### src/rtl/uart_pkg.sv
// Shared byte-width constant, default FIFO depth and byte type for the UART receive path.
package uart_pkg;
  localparam int UART_BYTE_W        = 8;
  localparam int UART_DEPTH_DEFAULT = 16;

  typedef logic [UART_BYTE_W-1:0] uart_byte_t;
endpackage

### src/rtl/uart_fifo_mem.sv
// Byte storage for the receive FIFO: synchronous write, asynchronous read, array never reset.
module uart_fifo_mem
  import uart_pkg::*;
#(
  parameter int DEPTH  = UART_DEPTH_DEFAULT,
  parameter int ADDR_W = $clog2(DEPTH)
) (
  input  logic                   clock,
  input  logic                   we,
  input  logic [ADDR_W-1:0]      waddr,
  input  logic [UART_BYTE_W-1:0] wdata,
  input  logic [ADDR_W-1:0]      raddr,
  output logic [UART_BYTE_W-1:0] rdata
);

  uart_byte_t mem [DEPTH];

  always_ff @(posedge clock) begin
    if (we) mem[waddr] <= wdata;
  end

  assign rdata = mem[raddr];

endmodule

### src/rtl/uart_rx_fifo.sv
// Show-ahead receive FIFO between a UART controller and a byte consumer, with sticky overrun.
// Optional macro UART_RX_FIFO_DROP_CNT_EN adds a saturating 8-bit dropped-byte counter.
module uart_rx_fifo
  import uart_pkg::*;
#(
  parameter int DEPTH       = UART_DEPTH_DEFAULT,
  parameter int AFULL_LEVEL = DEPTH - 2
) (
  input  logic                     clock,
  input  logic                     reset_n,
  input  logic                     wb_flag,
  input  logic [UART_BYTE_W-1:0]   wb_data,
  output logic                     ready_to_receive,
  input  logic                     rd_en,
  output logic [UART_BYTE_W-1:0]   rd_data,
  output logic                     empty,
  output logic                     full,
  output logic                     almost_full,
  output logic [$clog2(DEPTH):0]   count,
  input  logic                     flush,
  output logic                     overrun,
  input  logic                     clr_overrun
`ifdef UART_RX_FIFO_DROP_CNT_EN
  ,
  output logic [7:0]               drop_count
`endif
);

  localparam int ADDR_W = $clog2(DEPTH);
  localparam int CNT_W  = ADDR_W + 1;

  logic [ADDR_W-1:0] wr_ptr;
  logic [ADDR_W-1:0] rd_ptr;
  logic              pop_req;
  logic              push;
  logic              pop;
  logic              drop;
  uart_byte_t        head;

  assign empty            = (count == '0);
  assign full             = (count == CNT_W'(DEPTH));
  assign almost_full      = (count >= CNT_W'(AFULL_LEVEL));
  assign ready_to_receive = ~full;

  // A pop frees a slot in the same edge, so a full FIFO still accepts a byte alongside it.
  assign pop_req = rd_en & ~empty;
  assign push    = wb_flag & (~full | pop_req) & ~flush;
  assign pop     = pop_req & ~flush;
  assign drop    = wb_flag & full & ~pop_req;

  uart_fifo_mem #(
    .DEPTH  (DEPTH),
    .ADDR_W (ADDR_W)
  ) u_mem (
    .clock (clock),
    .we    (push),
    .waddr (wr_ptr),
    .wdata (wb_data),
    .raddr (rd_ptr),
    .rdata (head)
  );

  assign rd_data = empty ? '0 : head;

  always_ff @(posedge clock or negedge reset_n) begin
    if (!reset_n) begin
      wr_ptr <= '0;
      rd_ptr <= '0;
      count  <= '0;
    end else if (flush) begin
      wr_ptr <= '0;
      rd_ptr <= '0;
      count  <= '0;
    end else begin
      if (push) wr_ptr <= wr_ptr + ADDR_W'(1);
      if (pop)  rd_ptr <= rd_ptr + ADDR_W'(1);
      case ({push, pop})
        2'b10:   count <= count + CNT_W'(1);
        2'b01:   count <= count - CNT_W'(1);
        default: count <= count;
      endcase
    end
  end

  // Set wins over clear so a byte lost in the clearing cycle is never hidden.
  always_ff @(posedge clock or negedge reset_n) begin
    if (!reset_n)         overrun <= 1'b0;
    else if (drop)        overrun <= 1'b1;
    else if (clr_overrun) overrun <= 1'b0;
  end

`ifdef UART_RX_FIFO_DROP_CNT_EN
  always_ff @(posedge clock or negedge reset_n) begin
    if (!reset_n)                          drop_count <= 8'h00;
    else if (clr_overrun)                  drop_count <= drop ? 8'h01 : 8'h00;
    else if (drop && drop_count != 8'hFF)  drop_count <= drop_count + 8'h01;
  end
`endif

endmodule

### config.mk
export PLATFORM = sky130hd
export DESIGN_NAME = uart_rx_fifo
export DESIGN_NICKNAME = d
export VERILOG_FILES = /design/src/rtl/uart_pkg.sv /design/src/rtl/uart_fifo_mem.sv /design/src/rtl/uart_rx_fifo.sv
export SDC_FILE = /design/constraint.sdc
export NUM_CORES = 1
export LEC_CHECK = 0
export ABC_AREA = 1
export CORE_MARGIN = 5
export CORE_UTILIZATION = 40
export CTS_CLUSTER_SIZE = 14
export DETAILED_ROUTE_END_ITERATION = 8
export GPL_TIMING_DRIVEN = 0
export SLEW_MARGIN = 20
export SYNTH_ARGS = -nofsm -noshare
export SYNTH_HDL_FRONTEND = slang
export SYNTH_SLANG_ARGS = --single-unit
### constraint.sdc
create_clock -name clock -period 1.9 [get_ports clock]
set_input_delay 0.285 -clock clock [delete_from_list [all_inputs] [get_ports clock]]
set_output_delay 0.285 -clock clock [all_outputs]
set_load 0.02 [all_outputs]
==> results_dict.tcl <==
set metrics [dict create \
    grt_util_met2_pct 27.26 \
    overflow 0 \
    synth_top_family_by_area "simple AND/OR/NAND/NOR gates" \
    peakVddDrop_mv 0.8551 \
    fin_total_pwr_uw 11160 \
    drtIter0Drc 331 \
    final_cell_mix "edfxtp_1, nand2_1, a21oi_1" \
    tightestPinTransition_ps 751.0 \
    relSlewSlack_pct 49.78 \
    grt_pass1_wl_mm 22.81 \
    layout_commonest_cell "edfxtp_1" \
    cts.sink_count 142 \
    syn_nets 504 \
    power_density_nw_per_um2 1417 \
    status "finished, violations left" \
    synth_fa_ha_area_share_pct 1.462 \
    yosysTopAreaCell "edfxtp_1" \
    core-area_um2 14590 \
    cts_buffers 17 \
    drc_errors 0 \
    io-pin-count 32 \
    cellLeakagePower_uw 0.002856 \
    yosysSeqAreaShare_pct 70.01 \
    fillers 1170 \
    vias 4085 \
    dieWidth_um 132.4 \
    grt_util_met1_pct 22.24 \
    multiInputGateArea_um2 1937 \
    h-tree-depth 4 \
    synth_seq_cells 142 \
    fmax_mhz 417.7 \
    synth_top_area_share_pct 64.16 \
    slowest_stage "dfrtp_2" \
    drive_gt1_share_pct 29.95 \
    rsz0062_at_grt "true" \
    dr.pass1.iters 5 \
    synthXorXnorAreaFrac_pct 0.2924 \
    die_h_um 132.4 \
    syn_avg_cell_area_um2 12.40 \
    root_buffer "clkbuf_16" \
    cts_tree "built" \
    slew_violations 0 \
    clk_path_buf_depth 2 \
    initial_utilization_pct 41.06 \
    ys_top_cells_by_area "edfxtp_1, dfrtp_1, nand2_1, a21oi_1, nor2_1" \
    antenna_found_initial 0 \
    hp-class "primary input to async pin" \
    synth.yosys.warnings 0 \
    yosys.cell_types.count 38 \
    timing.final.crit_share_pct 126.0 \
    worst_clock_skew_ps 6.871 \
    crit_family "compound AO/OA/AOI/OAI gates" \
    rows 44 \
    syn_inst 483 \
    crit_chain "buf_6 -> buf_8 -> o21ai_0 -> o22ai_1 -> nand2_1 -> a211oi_2 -> buf_4" \
    diodes 0 \
    die-area_um2 17520 \
    grt-busiest-layer "met2" \
    fin_util_pct 54.00 \
    post_drt_wl_per_cell_um 19.91 \
    critPathLaunchType "flip-flop" \
    fin_crit_ps 2394 \
    port_buffers 31 \
    violations "negative setup slack" \
    fin_ws_ps -494.0 \
    gr-usage-all-layers_pct 16.90 \
    layout.nets 579 \
    synth-simple-area-share_pct 12.26 \
    grt_pass1_vias 3982 \
    seq_area_um2 4202 \
    routed_wl_mm 15.03 \
    syn2layout_area_growth_pct 31.50 \
    post-dp-hpwl_mm 9.530 \
    muxShareOfSynthArea_pct 1.337 \
    grt_max_degree 17 \
    gp_congestion 0.8240 \
    worstSetupPathType "flip-flop to output pin" \
    ant_nets 0 \
    hold_viol 0 \
    via_per_inst 5.411 \
    netlist_area_um2 5991 \
    setup_tns_ps -3552 \
    cpPeakStageDelay_ps 420 \
    max-cap-violations 0 \
    arrival_ps 2110 \
    path_max_fanout 10 \
    report.final.setup_viol 8 \
    synth_compound_area_share_pct 11.19 \
    clk_pin_slew_worst_paths_ps 60 \
    cp.required_ps 1620 \
    clk_latency_ps 420 \
    crit_buf_inv 3 \
    critPathCaptureType "output pin" \
    use_met3_pct 3.893 \
]
==> what timing repair did <==
action | 4_1_cts | 5_1_grt
pin swaps | 22 | 21
setup endpoints to repair | 141 | 143
gates cloned | 0 | 2
hold buffers | 0 | 0
setup buffers | 13 | 10
endpoints found under the hold margin | 0 | 0
gates resized for setup | 157 | 33
==> cell usage after synthesis (all sizes together) <==
master  instances
xnor2           1
clkbuf          8
nor3           10
clkinv          2
a21oi          37
o32ai           1
nand3          16
o21a            1
ha              7
inv            23
mux2i           8
edfxtp        128
o22ai           9
a221oi          8
a21boi          8
a211oi          8
nand2          96
o21ai          26
o21bai          1
nand4           2
o221ai          8
nor2           47
xor2            1
dfrtp          14
buf            13
==> report_power, final <==
group          switching, uW  internal [uW]
clock                   1220           2330
combinational           2410           1590
sequential              98.2           3520
==> per-layer routing <==
metal  part of all wire (%)  wire length (um)  vias up
met5                      0                 0        -
met4                    1.9               286        0
met1                     44              6550     2033
met3                    4.8               726       20
met2                     50              7469      115
li1                       -                 -     1917
==> worst paths after layout <==
path                       cells after the start                    end                   from  slack, ps
min                                            1   count[4]$_DFFE_PN0P_                reset_n        300
max reg2reg                                   14   count[4]$_DFFE_PN0P_   count[2]$_DFFE_PN0P_         30
min in group clock                             2    overrun$_DFFE_PN0P_            clr_overrun        430
max in group asynchronous                      1  rd_ptr[0]$_DFFE_PN0P_                reset_n       1090
max                                            7             rd_data[0]  rd_ptr[0]$_DFFE_PN0P_       -490
min reg2reg                                    1  rd_ptr[3]$_DFFE_PN0P_  rd_ptr[3]$_DFFE_PN0P_        490
==> stage by stage <==
stage               area, um2  setup WS [ps]  std cells  hold WS [ps]
detailed placement       6534          -1014        698         466.1
CTS                      7654         -479.5        743         305.2
finish                   7878         -494.0        755         300.3
floorplan                5993         -50.97        483        -10.59
global route             7878         -546.6        755         342.3
global placement         6534         -953.3        698         454.7
==> state kept, by name, summed over array words and instances (netlist names) <==
signal and count:
u_mem.mem 128, count 5, rd_ptr 4, wr_ptr 4, overrun 1
==> final cells by class <==
class / instances / share of cell area, %
multi-input cells: 295 / 24.59
clock inverters: 11 / 2.049
clock buffers: 21 / 6.099
flip-flops and latches: 142 / 53.34
plain buffers: 21 / 2.891
repair buffers: 56 / 6.734
inverters: 25 / 1.382
well taps: 184 / 2.922
==> logic make-up (layout without fill, tap and decap cells) <==
logic type / count (synthesis) / in the layout
compound gates: 107 / 107
xor+xnor: 2 / 2
fa+ha+maj: 7 / 7
buf+inv: 46 / 134
flops: 142 / 142
mux: 8 / 8
simple gates: 171 / 171
Power figures use the tool's default switching activity.
